===== config.mk =====
export PLATFORM = sky130hd
export DESIGN_NAME = i2s_frame_pair
export DESIGN_NICKNAME = d
export VERILOG_FILES = /design/src/rtl/i2s_frame_pair.sv
export SDC_FILE = /design/constraint.sdc
export NUM_CORES = 1
export LEC_CHECK = 0
export BUFFER_PORTS_ARGS = -buffer_cell sky130_fd_sc_hd__buf_2
export CAP_MARGIN = 20
export CORE_UTILIZATION = 59
export CTS_CLUSTER_SIZE = 40
export DETAILED_ROUTE_END_ITERATION = 8
export GPL_TIMING_DRIVEN = 0
export PLACE_DENSITY_LB_ADDON = 0.05
export SLEW_MARGIN = 20
export SYNTH_ARGS = -nofsm -noshare
export SYNTH_HDL_FRONTEND = slang
export SYNTH_SLANG_ARGS = --single-unit

===== constraint.sdc =====
create_clock -name sck -period 4.5 [get_ports sck]
set_input_delay 0.9 -clock sck [delete_from_list [all_inputs] [get_ports sck]]
set_output_delay 0.9 -clock sck [all_outputs]
set_load 0.05 [all_outputs]

===== src/rtl/i2s_frame_pair.sv =====
// i2s_frame_pair: pairs I2S left/right words into stereo frames, buffers them in a FIFO
//
// Ports:
//   sck            - bit clock; all state updates on posedge
//   rst            - synchronous active-high reset
//   in_data        - completed word from the I2S receiver
//   in_left_rightn - receiver channel flag (equals LEFT_LEVEL for a left word)
//   in_en          - one-cycle strobe qualifying in_data
//   out_left       - left sample of the head frame
//   out_right      - right sample of the head frame
//   out_valid      - FIFO holds at least one frame
//   out_ready      - consumer accepts the head frame when out_valid is high
//   level          - number of frames stored
//   orphan_cnt     - saturating count of unpaired words dropped
//   ovf_cnt        - saturating count of frames dropped on a full FIFO
//   clr_cnt        - synchronous clear of both counters
module i2s_frame_pair #(
    parameter int   BITS_PRECISION = 24,
    parameter int   FIFO_DEPTH     = 4,
    parameter logic LEFT_LEVEL     = 1'b0,
    parameter int   CNT_W          = 8
) (
    input  logic                          sck,
    input  logic                          rst,
    input  logic [BITS_PRECISION-1:0]     in_data,
    input  logic                          in_left_rightn,
    input  logic                          in_en,
    output logic [BITS_PRECISION-1:0]     out_left,
    output logic [BITS_PRECISION-1:0]     out_right,
    output logic                          out_valid,
    input  logic                          out_ready,
    output logic [$clog2(FIFO_DEPTH):0]   level,
    output logic [CNT_W-1:0]              orphan_cnt,
    output logic [CNT_W-1:0]              ovf_cnt,
    input  logic                          clr_cnt
);
    localparam int AW = $clog2(FIFO_DEPTH);

    typedef enum logic {WAIT_L, WAIT_R} state_t;

    state_t                    state_q;
    logic [BITS_PRECISION-1:0] hold_l_q;
    logic [BITS_PRECISION-1:0] mem_l_q [FIFO_DEPTH];
    logic [BITS_PRECISION-1:0] mem_r_q [FIFO_DEPTH];
    logic [AW-1:0]             wr_ptr_q, rd_ptr_q;
    logic [AW:0]               level_q, level_d;
    logic [CNT_W-1:0]          orphan_q, orphan_d, ovf_q, ovf_d;
    logic                      is_left, is_right, push, pop, full, wr_en, ovf, orphan;

    assign is_left  = in_en && (in_left_rightn == LEFT_LEVEL);
    assign is_right = in_en && (in_left_rightn != LEFT_LEVEL);
    assign push     = (state_q == WAIT_R) && is_right;
    assign pop      = out_valid && out_ready;
    assign full     = level_q == (AW+1)'(FIFO_DEPTH);
    // A simultaneous pop frees the slot, so a full FIFO still accepts the push.
    assign wr_en    = push && (!full || pop);
    assign ovf      = push && full && !pop;
    assign orphan   = (state_q == WAIT_L) ? is_right : is_left;

    always_comb begin
        level_d  = level_q + (AW+1)'(wr_en) - (AW+1)'(pop);
        orphan_d = clr_cnt ? '0 : (orphan && orphan_q != '1) ? orphan_q + CNT_W'(1) : orphan_q;
        ovf_d    = clr_cnt ? '0 : (ovf && ovf_q != '1) ? ovf_q + CNT_W'(1) : ovf_q;
    end

    always_ff @(posedge sck) begin
        if (rst) begin
            state_q  <= WAIT_L;
            hold_l_q <= '0;
        end else if (is_left) begin
            state_q  <= WAIT_R;
            hold_l_q <= in_data;
        end else if (is_right) begin
            state_q  <= WAIT_L;
        end
    end

    always_ff @(posedge sck) begin
        if (rst) begin
            for (int i = 0; i < FIFO_DEPTH; i++) begin
                mem_l_q[i] <= '0;
                mem_r_q[i] <= '0;
            end
            wr_ptr_q <= '0;
            rd_ptr_q <= '0;
            level_q  <= '0;
            orphan_q <= '0;
            ovf_q    <= '0;
        end else begin
            if (wr_en) begin
                mem_l_q[wr_ptr_q] <= hold_l_q;
                mem_r_q[wr_ptr_q] <= in_data;
                wr_ptr_q          <= wr_ptr_q + AW'(1);
            end
            if (pop) rd_ptr_q <= rd_ptr_q + AW'(1);
            level_q  <= level_d;
            orphan_q <= orphan_d;
            ovf_q    <= ovf_d;
        end
    end

    assign out_left   = mem_l_q[rd_ptr_q];
    assign out_right  = mem_r_q[rd_ptr_q];
    assign out_valid  = level_q != '0;
    assign level      = level_q;
    assign orphan_cnt = orphan_q;
    assign ovf_cnt    = ovf_q;
endmodule

== Yosys cells after proc, flatten, opt, wreduce, memory -nomap -nowiden ==
Memories as Yosys holds them, arrays and structs flattened. A register that Yosys moved wholly into a read port is not among the register bits.
Index checks and enable logic that the tools add are counted.
Storage, ports and cells
  bits of input ports: 30
  logic and storage cells: 54
  output and inout port bits: 68
  flip-flop bits (word level): 48
  RAM bits: 192
  memories kept: 2
Operators by class
  reductions and logical operators: 17
  equality and inequality tests: 3
  mux-type cells: 18
  bitwise operators: 1
  $add $sub $neg: 6
Memories
  mem_l_q: depth 4, bits a word 24, read ports 1, clocked after Yosys merged registers in 1, wr ports 4, line 43  | logic [BITS_PRECISION-1:0] mem_l_q [FIFO_DEPTH];
  mem_r_q: depth 4, bits a word 24, read ports 1, clocked after Yosys merged registers in 1, wr ports 4, line 44  | logic [BITS_PRECISION-1:0] mem_r_q [FIFO_DEPTH];
Operator list (count)
  $mux W24: 2
  $reduce_or A24 Y1: 2
  $add A8 B1 Y8 const B: 2
  $ne A8 B8 Y1 const B: 2
  $mux W2: 6
  $mux W1: 10
  $logic_and A1 B1 Y1: 9
  $add A2 B1 Y2 const B: 2
  $add A3 B1 Y3: 1
  $eq A3 B3 Y1 const B: 1
  $reduce_bool A3 Y1: 1
  $sub A3 B1 Y3: 1
  $logic_not A1 Y1: 2
  $reduce_bool A2 Y1: 1
  $reduce_or A2 Y1: 1
  $logic_or A1 B1 Y1: 1
  $not A1 Y1: 1

== Logic depth before layout (Yosys ltp) ==
  word-level depth: 9
  depth in mapped cells: 10
  depth with buffers taken out: 10

== Least setup slack after synthesis ==
No wires, ideal clock.
  kind: input port to flip-flop
  start point: input in_en
  end point: memory mem_l_q[1][0] (enable)
  stages: 4
  slack: 0.383 ns
  data required time: 4.036 ns
  arrival time: 3.653 ns
  setup time: 0.464 ns
  cell sequence: buf_2 > and3_1 > nand3_1 > o21bai_1
RTL lines
  start: declaration: line 27  | input logic in_en,
  end: declaration: line 43

==> metrics.cfg <==
[timing]
worst_slew_pin_slew_ns = 0.807
hold_viol_final = 0
rsz0062_at_grt = no
drv_slew = 0
totalNegativeSetupSlack_ns = 0
finalCritPeriodShare_pct = 79.9
skew_ns = 0.0277
max_freq_ghz = 0.278
setup_viol = 0
holdWs_ns = 0.489
worst_slack_ns = 0.905
fin_crit_ns = 3.59
slew_headroom_pct = 46.2

[final_layout]
layout_common_cells = and2_1 (192), edfxtp_1 (192), buf_2 (103)
fin_cells = 1088
drive_above_1_share_pct = 26.0
synthToLayoutAreaGrowth_pct = 16.1
finalInstanceArea_mm2 = 0.0121
nNetsFinal = 878

[routing]
firstDrtPassIters = 5
drt_iter0_drc = 294
avgRoutedWirePerCell_um = 20.4
drc = 0
ant_nets = 0
vias = 6197
viasPerCell = 5.70
routed_wl_um = 22200

[pwr]
powerDensity_mw_per_mm2 = 494
p_leak_nw = 4.59
ir_drop_uv = 440

[clock_tree]
cts_tree = built
cts_hold_buf = 0
postCtsSetupBuffers = 0
clk_pin_slew_ns = 0.06
clk_latency_ns = 0.52
cts-buffers-inserted = 25
root_buffer = clkbuf_16
clk_path_buf_depth = 3
cts_resized = 0
cts_sinks = 242
htree_levels = 1

[worst_setup_path]
crit_required_ns = 3.60
cp_max_fo = 10
cp_slowest_stage_delay_ns = 0.57
critPathArrivalTime_ns = 2.69
start_kind = flop
crit_type = reg2out
cpMostUsedCell = clkbuf_1
cp-end-kind = output pin
crit_chain = clkbuf_1 > clkbuf_1 > mux4_2 > buf_2
worst_path_max_delay_cell = clkbuf_1

[hold_path]
hp-class = reg2reg

[yosys]
synth_cell_types = 53
syn_area_mm2 = 0.0104
yosys_warnings = 0
ys_seq_area_share_pct = 64.9
syn-num-nets = 750
syn_avg_cell_area_um2 = 14.6
ys_ff_latch = 242
synth_top_area_share_pct = 55.3
yosys.area.top_type = edfxtp_1
synthCells = 715
synthTopCellsByArea = edfxtp_1 (55%), and2_1 (12%), mux4_2 (10%), dfxtp_1 (9.6%), nand2_1 (1.9%)

[die]
initial_utilization_pct = 60.3
core_area_mm2 = 0.0173
die_w_um = 135
rows = 48
ios = 98
dieArea_mm2 = 0.0182
die_h_um = 135

[global_route]
antenna_found_initial = 2
grt_pass1_vias = 6422
grt_start_max_net_pins = 49
grt.total_usage_pct = 25.1
grt_pass1_wl_um = 34100
overflow = 0

[placed_design]
place_ws_ns = 1.25
port_buffers = 97
gp_congestion = 0.807
dpl_cell_area_mm2 = 0.0113
placed_cells = 1041
hpwl_um = 14700

[run]
cap_violations = 0

[outcome]
status = completed

==> critical path: cells and delay by family (launching register included) <==
kind | cells | cell delay (ns)
buffers and inverters | 3 | 1.36
multiplexers | 1 | 0.43
flip-flops | 1 | 0.37
==> cell type report <==
class	instances	area, um2
antenna	1	2.50
buffer	43	230
clock inverter	10	55.1
clock buffer	36	717
timing repair buffer	101	588
fill	1192	5190
inverter	9	33.8
multi-input combinational	421	3430
sequential	242	6770
tap	225	282
==> registers in the layout (all words and copies together) (netlist names), named ones only <==
name        cells
mem_l_q        96
mem_r_q        96
hold_l_q       24
orphan_cnt      8
ovf_cnt         8
level           3
rd_ptr_q        2
wr_ptr_q        2
state_q         1
==> cells in the mapped netlist, drive strengths merged <==
| cell type | count |
|---|---|
| and4 | 1 |
| nand4 | 6 |
| xnor2 | 4 |
| nand3 | 9 |
| edfxtp | 192 |
| fa | 1 |
| nor4b | 2 |
| nand2 | 52 |
| nor3b | 2 |
| or4b | 3 |
| a31o | 2 |
| mux4 | 48 |
| o2111ai | 1 |
| and3 | 3 |
| a211oi | 2 |
| nor2 | 20 |
| nor4 | 2 |
| buf | 16 |
| o21bai | 1 |
| o211ai | 2 |
| or3 | 4 |
| dfxtp | 50 |
| and2 | 192 |
| inv | 9 |
| or2 | 2 |
| mux2i | 2 |
| o211a | 2 |
| xor2 | 6 |
| nor2b | 2 |
| a21oi | 28 |
| clkbuf | 27 |
| o31a | 1 |
| and2b | 1 |
| a31oi | 3 |
| o21ai | 6 |
| nor3 | 5 |
| a311oi | 1 |
| nand2b | 1 |
| ha | 4 |
==> final timing paths <==
check | from | to | slack (ns) | cells after the start
worst max-delay path | flop | out_right[20] | 0.91 | 4
worst min-delay path | hold_l_q[23]$_SDFFE_PP0P_ | hold_l_q[23]$_SDFFE_PP0P_ | 0.49 | 2
worst max register to register | state_q$_SDFFE_PP0P_ | mem_r_q[0][8]$_SDFFCE_PN0P_ | 1.92 | 6
worst min register to register | hold_l_q[23]$_SDFFE_PP0P_ | hold_l_q[23]$_SDFFE_PP0P_ | 0.49 | 2
==> layer usage <==
layer / GRT usage [%] / wire length (um) / vias up
met5: 0 / 11 / -
met4: 8.30 / 543 / 2
met3: 3.53 / 1000 / 44
met2: 46.0 / 11800 / 183
met1: 30.5 / 8820 / 3118
li1: - / - / 2850
==> metrics by stage <==
step | util [%] | total power, mW
6_report | 70.0 | 5.98
5_1_grt | 70.0 | 6.17
4_1_cts | 70.0 | 6.03
3_5_place_dp | 65.5 | 4.12
3_3_place_gp | 64.7 | 4.09
2_1_floorplan | - | 3.78
==> cell families after synthesis <==
| family | Yosys count | synth area share, % |
|---|---|---|
| AO/OA/AOI/OAI | 49 | 2.78 |
| XOR/XNOR | 10 | 0.912 |
| adder cells (fa/ha/maj) | 5 | 0.672 |
| buffers and inverters | 52 | 2.53 |
| flip-flops | 242 | 64.9 |
| multiplexers | 50 | 10.6 |
| AND/OR/NAND/NOR | 307 | 17.7 |
==> power breakdown <==
| group | switching, mW | total [mW] | internal, mW |
|---|---|---|---|
| clock network | 0.817 | 1.92 | 1.11 |
| logic | 1.00 | 1.48 | 0.480 |
| registers | 0.0601 | 2.57 | 2.51 |
| total | 1.88 | 5.98 | 4.10 |
Power figures use the tool's default switching activity.
